<file path="src/rtl/vs_latch_bank_arbiter_pkg.sv">
// Shared types and helpers for the latch-bank write arbiter.
//   lat_state_e : write sequencer states (IDLE -> SETUP -> OPEN -> HOLD)
//   rr_pick()   : index of the first set request bit at or above a pointer,
//                 wrapping modulo n. Callers zero-extend req to RR_MAX bits.
package vs_latch_pkg;

  localparam int RR_MAX = 32;
  localparam int RR_IW  = 5;

  typedef enum logic [1:0] {
    IDLE  = 2'd0,
    SETUP = 2'd1,
    OPEN  = 2'd2,
    HOLD  = 2'd3
  } lat_state_e;

  // Scan offsets 0..n-1 from ptr; the first hit wins. Returns ptr when no
  // bit is set, which callers mask with their own valid flag.
  function automatic int unsigned rr_pick(input logic [RR_MAX-1:0] req,
                                          input int unsigned       ptr,
                                          input int unsigned       n);
    int unsigned idx;
    logic        found;
    rr_pick = ptr;
    found   = 1'b0;
    for (int unsigned i = 0; i < RR_MAX; i++) begin
      if (!found && i < n) begin
        idx = (ptr + i) % n;
        if (req[idx[RR_IW-1:0]]) begin
          rr_pick = idx;
          found   = 1'b1;
        end
      end
    end
  endfunction

endpackage

</file>
<file path="src/rtl/vs_latch_bank_arbiter_if.sv">
// Requester / latch-bank bus of the latch-bank arbiter.
//   master : requesting logic (drives req/req_addr/req_data, sees the rest)
//   slave  : the arbiter (drives gnt, busy, lat_d, lat_en)
// req_addr/req_data are packed per requester; requester i occupies
// bits [i*W +: W] of the flattened vector.
interface vs_latch_bank_arbiter_if #(
  parameter int NUM_REQ = 4,
  parameter int DATA_W  = 8,
  parameter int ADDR_W  = 3
);
  localparam int NWORDS = 1 << ADDR_W;

  logic [NUM_REQ-1:0]             req;
  logic [NUM_REQ-1:0][ADDR_W-1:0] req_addr;
  logic [NUM_REQ-1:0][DATA_W-1:0] req_data;
  logic [NUM_REQ-1:0]             gnt;
  logic                           busy;
  logic [DATA_W-1:0]              lat_d;
  logic [NWORDS-1:0]              lat_en;

  modport master (output req, req_addr, req_data,
                  input  gnt, busy, lat_d, lat_en);
  modport slave  (input  req, req_addr, req_data,
                  output gnt, busy, lat_d, lat_en);
endinterface

</file>
<file path="src/rtl/vs_latch_bank_arbiter_rr_arbiter.sv">
// Combinational round-robin picker.
//   req   : request vector
//   ptr   : highest-priority index this round
//   grant : one-hot winner (zero when no request)
//   valid : any request present
module vs_rr_arbiter
  import vs_latch_pkg::*;
#(
  parameter int NUM_REQ = 4,
  localparam int PTR_W  = $clog2(NUM_REQ)
) (
  input  logic [NUM_REQ-1:0] req,
  input  logic [PTR_W-1:0]   ptr,
  output logic [NUM_REQ-1:0] grant,
  output logic               valid
);

  int unsigned idx;

  always_comb begin
    valid = |req;
    idx   = rr_pick(RR_MAX'(req), 32'(ptr), NUM_REQ);
    grant = '0;
    if (valid) grant = NUM_REQ'(1) << idx;
  end

endmodule

</file>
<file path="src/rtl/vs_latch_bank_arbiter.sv">
// Round-robin write arbiter for a bank of 2**ADDR_W D latches.
// Each write runs SETUP (data on bus, enables low) -> OPEN (one enable high
// for OPEN_CYCLES) -> HOLD (enables low, data still held, gnt pulse), so a
// latch enable never overlaps a change of lat_d. Every output is a flop.
//   gclk   : clock, rising edge
//   grst_n : asynchronous active-low reset
//   bus    : slave side of vs_latch_bank_arbiter_if
module vs_latch_bank_arbiter
  import vs_latch_pkg::*;
#(
  parameter int NUM_REQ     = 4,
  parameter int DATA_W      = 8,
  parameter int ADDR_W      = 3,
  parameter int OPEN_CYCLES = 1
) (
  input  logic                      gclk,
  input  logic                      grst_n,
  vs_latch_bank_arbiter_if.slave    bus
);

  localparam int NWORDS = 1 << ADDR_W;
  localparam int PTR_W  = $clog2(NUM_REQ);
  // Counter holds OPEN_CYCLES-1 down to 0.
  localparam int CNT_W  = (OPEN_CYCLES > 1) ? $clog2(OPEN_CYCLES) : 1;

  lat_state_e         state;
  logic [PTR_W-1:0]   ptr_q;
  logic [PTR_W-1:0]   win_q;
  logic [ADDR_W-1:0]  addr_q;
  logic [CNT_W-1:0]   cnt_q;
  logic [DATA_W-1:0]  lat_d_q;
  logic [NWORDS-1:0]  lat_en_q;
  logic [NUM_REQ-1:0] gnt_q;
  logic               busy_q;

  logic [NUM_REQ-1:0] arb_gnt;
  logic               arb_vld;
  logic [PTR_W-1:0]   win_idx;
  logic [PTR_W-1:0]   ptr_nxt;

  vs_rr_arbiter #(.NUM_REQ(NUM_REQ)) u_rr (
    .req   (bus.req),
    .ptr   (ptr_q),
    .grant (arb_gnt),
    .valid (arb_vld)
  );

  always_comb begin
    win_idx = '0;
    for (int i = 0; i < NUM_REQ; i++)
      if (arb_gnt[i]) win_idx = PTR_W'(i);
  end

  assign ptr_nxt = (win_q == PTR_W'(NUM_REQ - 1)) ? '0 : win_q + 1'b1;

  // lat_d_q doubles as the captured data register: it is loaded on capture
  // and only changes again at the next capture, which keeps it frozen from
  // SETUP through HOLD and parked on the last value while idle.
  always_ff @(posedge gclk or negedge grst_n) begin
    if (!grst_n) begin
      state    <= IDLE;
      ptr_q    <= '0;
      win_q    <= '0;
      addr_q   <= '0;
      cnt_q    <= '0;
      lat_d_q  <= '0;
      lat_en_q <= '0;
      gnt_q    <= '0;
      busy_q   <= 1'b0;
    end else begin
      case (state)
        IDLE: begin
          if (arb_vld) begin
            win_q   <= win_idx;
            addr_q  <= bus.req_addr[win_idx];
            lat_d_q <= bus.req_data[win_idx];
            busy_q  <= 1'b1;
            state   <= SETUP;
          end
        end
        SETUP: begin
          lat_en_q <= NWORDS'(1) << addr_q;
          cnt_q    <= CNT_W'(OPEN_CYCLES - 1);
          state    <= OPEN;
        end
        OPEN: begin
          if (cnt_q == '0) begin
            lat_en_q <= '0;
            gnt_q    <= NUM_REQ'(1) << win_q;
            state    <= HOLD;
          end else begin
            cnt_q <= cnt_q - 1'b1;
          end
        end
        HOLD: begin
          gnt_q  <= '0;
          busy_q <= 1'b0;
          ptr_q  <= ptr_nxt;
          state  <= IDLE;
        end
        default: state <= IDLE;
      endcase
    end
  end

  assign bus.lat_d  = lat_d_q;
  assign bus.lat_en = lat_en_q;
  assign bus.gnt    = gnt_q;
  assign bus.busy   = busy_q;

endmodule
</file>
<file path="src/flat_wrapper.sv">
// flat-port wrapper written by rule: the top's interface ports become plain ports
module vs_latch_bank_arbiter_flat import vs_latch_pkg::*;
#(
  parameter int NUM_REQ     = 4,
  parameter int DATA_W      = 8,
  parameter int ADDR_W      = 3,
  parameter int OPEN_CYCLES = 1
)
  (gclk, grst_n, bus_req, bus_req_addr, bus_req_data, bus_gnt, bus_busy, bus_lat_d, bus_lat_en);
  vs_latch_bank_arbiter_if #(.NUM_REQ(NUM_REQ), .DATA_W(DATA_W), .ADDR_W(ADDR_W)) bus_i ();
  input  logic gclk;
  input  logic grst_n;
  input wire logic [$bits(bus_i.req)-1:0] bus_req;
  input wire logic [$bits(bus_i.req_addr)-1:0] bus_req_addr;
  input wire logic [$bits(bus_i.req_data)-1:0] bus_req_data;
  output wire logic [$bits(bus_i.gnt)-1:0] bus_gnt;
  output wire logic [$bits(bus_i.busy)-1:0] bus_busy;
  output wire logic [$bits(bus_i.lat_d)-1:0] bus_lat_d;
  output wire logic [$bits(bus_i.lat_en)-1:0] bus_lat_en;
  assign bus_i.req = bus_req;
  assign bus_i.req_addr = bus_req_addr;
  assign bus_i.req_data = bus_req_data;
  assign bus_gnt = bus_i.gnt;
  assign bus_busy = bus_i.busy;
  assign bus_lat_d = bus_i.lat_d;
  assign bus_lat_en = bus_i.lat_en;
  vs_latch_bank_arbiter #(.NUM_REQ(NUM_REQ), .DATA_W(DATA_W), .ADDR_W(ADDR_W), .OPEN_CYCLES(OPEN_CYCLES)) u_core (.gclk(gclk), .grst_n(grst_n), .bus(bus_i));
endmodule
</file>
<file path="config.mk">
export PLATFORM = sky130hd
export DESIGN_NAME = vs_latch_bank_arbiter_flat
export DESIGN_NICKNAME = d
export VERILOG_FILES = /design/src/rtl/vs_latch_bank_arbiter_pkg.sv /design/src/rtl/vs_latch_bank_arbiter_if.sv /design/src/rtl/vs_latch_bank_arbiter_rr_arbiter.sv /design/src/rtl/vs_latch_bank_arbiter.sv /design/src/flat_wrapper.sv
export SDC_FILE = /design/constraint.sdc
export NUM_CORES = 1
export LEC_CHECK = 0
export ABC_CLOCK_PERIOD_IN_PS = 5200
export CAP_MARGIN = 15
export CELL_PAD_IN_SITES_DETAIL_PLACEMENT = 1
export CELL_PAD_IN_SITES_GLOBAL_PLACEMENT = 1
export CORE_AREA = 5 5 79 81
export CTS_BUF_LIST = sky130_fd_sc_hd__clkbuf_8
export CTS_CLUSTER_DIAMETER = 60
export DETAILED_ROUTE_END_ITERATION = 8
export DIE_AREA = 0 0 84 86
export PLACE_DENSITY = 0.92
export SYNTH_ARGS = -nofsm -noshare
export SYNTH_HDL_FRONTEND = slang
export SYNTH_SLANG_ARGS = --single-unit
export TNS_END_PERCENT = 20
</file>
<file path="constraint.sdc">
create_clock -name gclk -period 5.2 [get_ports gclk]
set_input_delay 1.04 -clock gclk [delete_from_list [all_inputs] [get_ports gclk]]
set_output_delay 1.04 -clock gclk [all_outputs]
set_load 0.01 [all_outputs]
</file>
Yosys cells after proc, flatten, opt, wreduce, memory -nomap -nowiden:

Cells that the tools add are included.

* reduce and logical (&&, ||, !) cells: 10
* muxes and demuxes: 39
* bitwise operators: 0
* $add $sub $neg: 5
* multipliers: 0
* div/mod/pow operators: 0
* equal/unequal tests: 6
* shift-type cells: 3
* magnitude comparators: 5

Operators with widths (number)
* $mux W32: 5
* $shl A1 B32 Y4 const A: 1
* $lt A2 B6 Y1 const B: 4
* $bmux W8 S2: 1
* $mux W8: 2
* $pmux W8 S2: 1
* $mux W1: 12
* $mux W2: 6
* $reduce_and A2 Y1: 5
* $bmux W1 S2: 4
* $mux W4: 2
* $pmux W2 S4: 1
* $pmux W4 S2: 1
* $shl A1 B3 Y8 const A: 1
* $bmux W3 S2: 1
* $eq A2 B2 Y1 const B: 3
* $reduce_bool A2 Y1: 3
* $add A2 B1 Y2 const B: 2
* $add A2 B2 Y2 const B: 2
* $pmux W1 S2: 2
* $reduce_or A4 Y1: 1
* $shl A1 B2 Y4 const A: 1
* $lt A2 B3 Y1 const B: 1
* $mux W3: 1
* other kinds (5): 5

* bits of input ports: 50
* register bits: 31
* word-level logic and storage cells: 77
* latch bits: 0
* output and inout port bits: 21
* RAM bits: 0
* bits in read-only memories: 0
* memories: 0

Logic depth before layout (Yosys ltp):

Gate-level depths: netlist of run 1.

* depth after elaboration: 16
* mapped depth: 8
* depth with buffers taken out: 7

By module:

A second synthesis of run 1 with hierarchy kept.

* cells, all modules: 181
* area, all modules: 1760.4 µm²

Modules (own cells, without submodules)
* vs_latch_bank_arbiter: sequential area each 750.7 µm², area an instance 1649.1 µm², instances 1, cells each 162
* vs_rr_arbiter: sequential area each 0.0 µm², area an instance 111.4 µm², instances 1, cells each 19

Least setup slack after synthesis of run 1:

OpenSTA, ideal clock, no wires.

* kind: in2reg
* start point: input bus_req[2]
* end point: register u_core.lat_d_q[7], in the netlist u_core.bus.lat_d[7]
* data arrival time: 2098 ps
* stages: 7
* setup time: 134 ps
* required time: 5066 ps
* buffers on the path: 2
* setup slack: 2968 ps
* cells stage by stage: mux2i_1 > nor2_1 > a311o_1 > buf_6 > buf_12 > a211oi_2 > a211oi_2

* cells in the longest elaborated chain, start to end: 15
* elaborated cells on any way between the ends: 28
* those cells by class: shift (1); mux (25); reduce/logical (2)

Ends and longest elaborated chain
* start, declared: line flat_wrapper.sv:13 `input wire logic [$bits(bus_i.req)-1:0] bus_req;`
* $bmux W1 S2: line vs_latch_bank_arbiter_pkg.sv:29 `if (req[idx[RR_IW-1:0]]) begin`
* $mux W1 (not written as such): line vs_latch_bank_arbiter_pkg.sv:29
* $mux W2 / $mux W1 (equally long branches): line vs_latch_bank_arbiter_pkg.sv:29
* $mux W32: line vs_latch_bank_arbiter_pkg.sv:27 `if (!found && i < n) begin`
* $mux W32: line vs_latch_bank_arbiter_pkg.sv:29
* $mux W32: line vs_latch_bank_arbiter_pkg.sv:27
* $mux W32: line vs_latch_bank_arbiter_pkg.sv:29
* $mux W32: line vs_latch_bank_arbiter_pkg.sv:27
* $shl A1 B32 Y4: line vs_latch_bank_arbiter_rr_arbiter.sv:24 `if (valid) grant = NUM_REQ'(1) << idx;`
* $mux W4: line vs_latch_bank_arbiter_rr_arbiter.sv:24
* $mux W1: line vs_latch_bank_arbiter.sv:51 `if (arb_gnt[i]) win_idx = PTR_W'(i);`
* $mux W2 (2 in series): line vs_latch_bank_arbiter.sv:51
* $bmux W8 S2: line vs_latch_bank_arbiter.sv:76 `lat_d_q <= bus.req_data[win_idx];`
* $mux W8 (not written as such): line vs_latch_bank_arbiter.sv:76
* end signal, assigned: line vs_latch_bank_arbiter.sv:76
* end, declared: line vs_latch_bank_arbiter.sv:31 `logic [DATA_W-1:0] lat_d_q;`

Several ways; a longest one is shown, not always the timed one. The select of a mux whose other input is x is not followed.
A chain may end at the register's enable or synchronous reset.

Worst setup path in the final report of run 1:

* start point: input bus_req[3]
* end point: register u_core.lat_d_q[6], in the netlist u_core.bus.lat_d[6]

The elaborated chain is that of the path after synthesis.

==> flow_summary.yaml, run 1 <==
sta:
  setup_tns_ns: 0
  setup_viol: 0
  slew_headroom: 0.409
  finClkSkew_ns: 0.00604
  worst_pin_slew_ns: 0.887
  max_clock_freq_mhz: 315
  post-route-min-period_ns: 3.17
  post-route-period-util: 0.611
  hold_viol_final: 0
  drv_slew: 0
  rsz0062_at_grt: "no"
  worst_slack_ns: 2.03
clock_tree:
  path_clk_slew_ns: 0.07
  clk_latency_ns: 0.28
  cts_resized: 0
  cts_root_buffer: "clkbuf_8"
  cts_setup_buffers: 0
  cts_inserted_buffers: 5
  h-tree-depth: 2
  max-clock-path-buffers: 2
  numClockSinks: 30
  ctsHoldBuffers: 0
  cts_tree: "built"
setup_path:
  endpoint_kind: "register"
  cpLargestDelayFamily: "compound AO/OA/AOI/OAI gates"
  path_max_fanout: 16
  crit_slowest_cell: "clkdlybuf4s50_1"
  endpoint: "u_core.bus.lat_d[6]"
  cp-startpoint: "bus_req[3]"
  crit_path_cell_trace: "clkdlybuf4s50_1, nor4_2, nor2_2, o221ai_2, a211oi_2, a211oi_1"
  cp_num_cells: 6
  worstPathArrival_ns: 3.30
  rr_worst_depth: 7
  ff2ff_setup_slack_ns: 2.65
  setup.worst_path.class: "in -> reg"
  cp_slowest_stage_delay_ns: 0.61
  reg2reg_from: "u_core.state[1]"
  path_buf_inv: 1
  cp.required_ns: 5.33
  r2r_end: "u_core.bus.lat_d[6]"
  startpoint_type: "input port"
route:
  wl_per_cell_microns: 16.4
  drt_iter0_markers: 35
  drtAntennaViolNets: 0
  dr_total_vias: 1598
  wl_microns: 5370
  drc_errors: 0
  viasPerCell: 4.89
  drtPass1Iterations: 4
floorplanning:
  initial_core_util: 0.347
  die_x_microns: 84
  ioPinCount: 71
  fp-row-count: 27
  coreArea_sq_um: 5410
  die_h_microns: 86
  dieArea_sq_um: 7220
synth:
  synth_seq_area_share: 0.401
  syn-num-nets: 246
  synth_area_sq_um: 1870
  avgSynthCellArea_sq_um: 9.97
  synth-seq-cells: 30
  yosysWarnings: 0
  ys_types: 32
  synthCells: 188
min_path:
  hp-class: "reg -> reg"
  worstHoldPathCells: 2
global_routing:
  overflow: 0
  grt_pass1_wl_microns: 8800
  grt_pass1_vias: 1813
  antenna_found_initial: 0
  grt_max_degree: 31
  track_usage: 0.153
place:
  post-place-ws_ns: 1.73
  gp_congestion: 0.779
  portBuffers: 70
  dp.final_hpwl_microns: 4220
status:
  status: "complete, no violations"
power:
  p_total_w: 0.00142
  p_per_area_nw_per_um2: 531
  leakage_nw: 1.10
  peakVddDrop_v: 0.000313
finish:
  layout_common_cells: "70 x clkdlybuf4s50_1, 30 x dfrtp_1, 21 x a211oi_2"
  final_common_cell: "clkdlybuf4s50_1"
  nets: 312
  area_delta_synth_final_pct: 43.2
  antenna_cells: 0
  drive_above_1_share: 0.137
flow_run:
  maxCapViolations: 0
==> sequential cells by signal, summed over array words and instances, names as in the netlist <==
signal	count
u_core.addr_q	3
u_core.ptr_q	2
u_core.state	2
u_core.bus.lat_d	8
u_core.bus.lat_en	8
u_core.bus.gnt	4
u_core.win_q	2
u_core.bus.busy	1
==> synthesized netlist by cell type (all sizes together) <==
| cell type | number | area (sq um) |
|---|---|---|
| a211oi | 22 | 270 |
| a21oi | 3 | 18.8 |
| a311o | 1 | 10.0 |
| and2 | 1 | 6.26 |
| buf | 6 | 75.1 |
| clkbuf | 6 | 22.5 |
| dfrtp | 30 | 751 |
| dlygate4sd1 | 1 | 8.76 |
| ha | 8 | 100 |
| inv | 15 | 56.3 |
| mux2 | 1 | 11.3 |
| mux2i | 16 | 160 |
| nand2 | 14 | 52.6 |
| nand2b | 1 | 6.26 |
| nand3 | 7 | 35.0 |
| nand3b | 1 | 7.51 |
| nand4 | 2 | 12.5 |
| nor2 | 20 | 77.6 |
| nor2b | 3 | 18.8 |
| nor3 | 11 | 55.1 |
| nor4 | 1 | 12.5 |
| o21a | 1 | 7.51 |
| o21ai | 13 | 65.1 |
| o221ai | 1 | 15.0 |
| o22ai | 3 | 18.8 |
==> layout make-up <==
cell class              instances  area (sq um)
inverters                      15          56.3
well taps                      72          90.1
fillers                       636          2720
clock buffers                   5          68.8
repair buffers                 72           716
multi-input cells             130           961
clock inverters                 3          41.3
flip-flops and latches         30           751
==> worst min-delay path by stage <==
stage,start,endpoint
floorplan,u_core.bus.lat_en[0],u_core.bus.lat_en[0]
global placement,u_core.bus.gnt[2],u_core.bus.gnt[2]
detailed placement,u_core.bus.lat_en[4],u_core.bus.lat_en[4]
CTS,u_core.bus.lat_en[4],u_core.bus.lat_en[4]
global route,u_core.bus.lat_en[5],u_core.bus.lat_en[5]
finish,u_core.bus.lat_en[5],u_core.bus.lat_en[5]
==> power by group <==
group          leakage [nW]  internal [W]  switching (W)  total, W
logic                 0.675      0.000353       0.000414  0.000767
clock network        0.0556      0.000141      0.0000922  0.000233
registers             0.368      0.000345      0.0000784  0.000424
==> through the flow <==
| stage | utilization | instance area, sq um | std cells | hold WS, ns |
|---|---|---|---|---|
| 2_1_floorplan | - | 1870 | 188 | 0.549 |
| 3_3_place_gp | 0.476 | 2570 | 319 | 0.507 |
| 3_5_place_dp | 0.476 | 2570 | 319 | 0.515 |
| 4_1_cts | 0.497 | 2680 | 327 | 0.526 |
| 5_1_grt | 0.497 | 2680 | 327 | 0.550 |
| 6_report | 0.497 | 2680 | 327 | 0.521 |
==> worst register-to-register path, stage by stage, from the launching register on <==
cell and delay [ns]:
dfrtp_1 0.41, inv_1 0.11, ha_1 0.23, inv_1 0.10, nor2_2 0.55, o221ai_2 0.53
a211oi_2 0.37, a211oi_1 0.09
==> cells by family after synthesis <==
group                      after synthesis  synth area share
adders and majority gates                8            0.0534
buffers and inverters                   28            0.0868
AOI/OAI and AO/OA                       44             0.216
and+or+nand+nor                         61             0.152
muxes                                   17            0.0915
DFF                                     30             0.401
==> layer usage <==
| layer | global-route usage | vias up | wire length, microns |
|---|---|---|---|
| li1 | - | 791 | - |
| met1 | 0.162 | 754 | 2140 |
| met2 | 0.293 | 47 | 2820 |
| met3 | 0.0394 | 6 | 338 |
| met4 | 0.0512 | 0 | 67 |
| met5 | 0 | - | 0 |
Note: power is estimated with default switching activity, not from simulation.
==> run 2, diff against run 1 <==
Settings changed: ABC_CLOCK_PERIOD_IN_PS 5200 to 3070, CORE_AREA 5 5 79 81 to 5 5 81 83, DIE_AREA 0 0 84 86 to 0 0 86 88, PLACE_DENSITY 0.92 to 0.88.
Clock period 5.2 ns to 3.07 ns, I/O delays scaled along.
==> run 2 against run 1 <==
Non-clock buffer count up 2. Die area up 4.8%. Count of clock-buffer cells in the layout up 1. Design area unchanged. Utilization down 3.2 points. Routed wire length down 6.2%. Flip-flop and latch count unchanged. Critical endpoint is now u_core.bus.lat_d[2]. Largest power group unchanged.
==> flow_summary.yaml, run 2 (synthesized netlist as in run 1, its figures left out) <==
status:
  status: "complete, no violations"
setup_path:
  rr_worst_depth: 7
  path_max_fanout: 16
  setup.worst_path.class: "in -> reg"
  reg2reg_from: "u_core.state[0]"
  r2r_end: "u_core.bus.lat_d[2]"
  startpoint_type: "input port"
  worstPathArrival_ns: 2.83
  ff2ff_setup_slack_ns: 0.63
  cp.required_ns: 3.20
  endpoint_kind: "register"
sta:
  setup_viol: 0
  setup_tns_ns: 0
  slew_headroom: 0.409
  max_clock_freq_mhz: 370
  finClkSkew_ns: 0.00331
  post-route-min-period_ns: 2.70
  post-route-period-util: 0.879
  drv_slew: 0
  worst_pin_slew_ns: 0.886
  rsz0062_at_grt: "no"
  hold_viol_final: 0
min_path:
  hp-start: "u_core.bus.lat_en[4]"
  hp-class: "reg -> reg"
  worstHoldPathCells: 2
  hold_path_end: "u_core.bus.lat_en[4]"
floorplanning:
  fp-row-count: 28
  ioPinCount: 71
  coreArea_sq_um: 5780
  dieArea_sq_um: 7570
  initial_core_util: 0.324
  die_h_microns: 88
  die_x_microns: 86
route:
  drt_iter0_markers: 48
  dr_total_vias: 1604
  viasPerCell: 4.83
  drc_errors: 0
  drtAntennaViolNets: 0
  wl_microns: 5030
  wl_per_cell_microns: 15.2
  drtPass1Iterations: 4
clock_tree:
  clk_latency_ns: 0.28
  cts_inserted_buffers: 5
  h-tree-depth: 2
  max-clock-path-buffers: 2
  cts_resized: 0
  numClockSinks: 30
  cts_setup_buffers: 0
  ctsHoldBuffers: 0
  cts_tree: "built"
  path_clk_slew_ns: 0.06
  cts_root_buffer: "clkbuf_8"
finish:
  drive_above_1_share: 0.144
  post-route-cell-area_sq_um: 2680
  final_common_cell: "clkdlybuf4s50_1"
  layout_common_cells: "70 x clkdlybuf4s50_1, 30 x dfrtp_1, 21 x a211oi_2"
  area_delta_synth_final_pct: 43.2
  fill_cells: 658
  final_cells: 332
  nets: 314
  antenna_cells: 0
power:
  leakage_nw: 1.11
  p_total_w: 0.00232
  p_per_area_nw_per_um2: 864
  peakVddDrop_v: 0.000397
place:
  place_area_sq_um: 2590
  dp.final_hpwl_microns: 4000
  dp.cells: 324
  gp_congestion: 0.775
  portBuffers: 70
global_routing:
  grt_max_degree: 31
  grt_pass1_wl_microns: 8170
  grt_pass1_vias: 1703
  overflow: 0
  antenna_found_initial: 0
  track_usage: 0.137
flow_run:
  maxCapViolations: 0
-- run 2: cell count changes in the layout (fill, tap and decap cells not counted), sizes merged --
| cell | before | now |
|---|---|---|
| buf | 2 | 4 |
| bufinv | 1 | 0 |
| clkinv | 0 | 1 |
| clkinvlp | 1 | 0 |
| clkbuf | 5 | 6 |
-- run 2: area by class of cell --
cell class / count / area (sq um) / share of cell area
multi-input cells: 130 / 961 / 0.358
flip-flops and latches: 30 / 751 / 0.280
repair buffers: 74 / 731 / 0.272
well taps: 75 / 93.8 / 0.0350
clock buffers: 6 / 82.6 / 0.0308
inverters: 15 / 56.3 / 0.0210
clock inverters: 2 / 8.76 / 0.00326
-- run 2: metal layers --
metal / share of wire / track usage / up-vias / routed length (microns)
met5: 0 / 0 / - / 0
met4: 0.017 / 0.0518 / 0 / 85
met3: 0.063 / 0.0348 / 8 / 315
met2: 0.50 / 0.238 / 47 / 2490
met1: 0.42 / 0.164 / 752 / 2140
li1: - / - / 797 / -
-- run 2: critical path: stages --
cell and delay, ns:
clkdlybuf4s50_1 0.61, nor4_2 0.11, nor2_2 0.51, o221ai_2 0.52, a211oi_2 0.38, a211oi_2 0.08
-- run 2: worst max-delay path by stage --
stage / start / end / slack, ns / depth (start not counted)
2_1_floorplan: bus_req[2] / u_core.bus.lat_d[7] / 1.26 / 7
3_3_place_gp: bus_req[3] / u_core.addr_q[0] / 0.20 / 6
3_5_place_dp: bus_req[3] / u_core.bus.lat_d[2] / 0.09 / 6
4_1_cts: bus_req[3] / u_core.bus.lat_d[2] / 0.36 / 6
5_1_grt: bus_req[3] / u_core.bus.lat_d[2] / 0.20 / 6
6_report: bus_req[3] / u_core.bus.lat_d[2] / 0.37 / 6
-- run 2: where the power goes --
part           total, W  switching (W)  internal [W]
combinational   0.00127       0.000669      0.000604
sequential     0.000726       0.000140      0.000586
clock          0.000321       0.000144      0.000177
-- run 2: through the flow --
| stage | worst slack (ns) | hold WS [ns] | util |
|---|---|---|---|
| floorplan | 1.26 | 0.318 | - |
| global placement | 0.199 | 0.503 | 0.448 |
| detailed placement | 0.0920 | 0.515 | 0.448 |
| CTS | 0.357 | 0.527 | 0.464 |
| global route | 0.198 | 0.540 | 0.464 |
| finish | 0.371 | 0.520 | 0.464 |
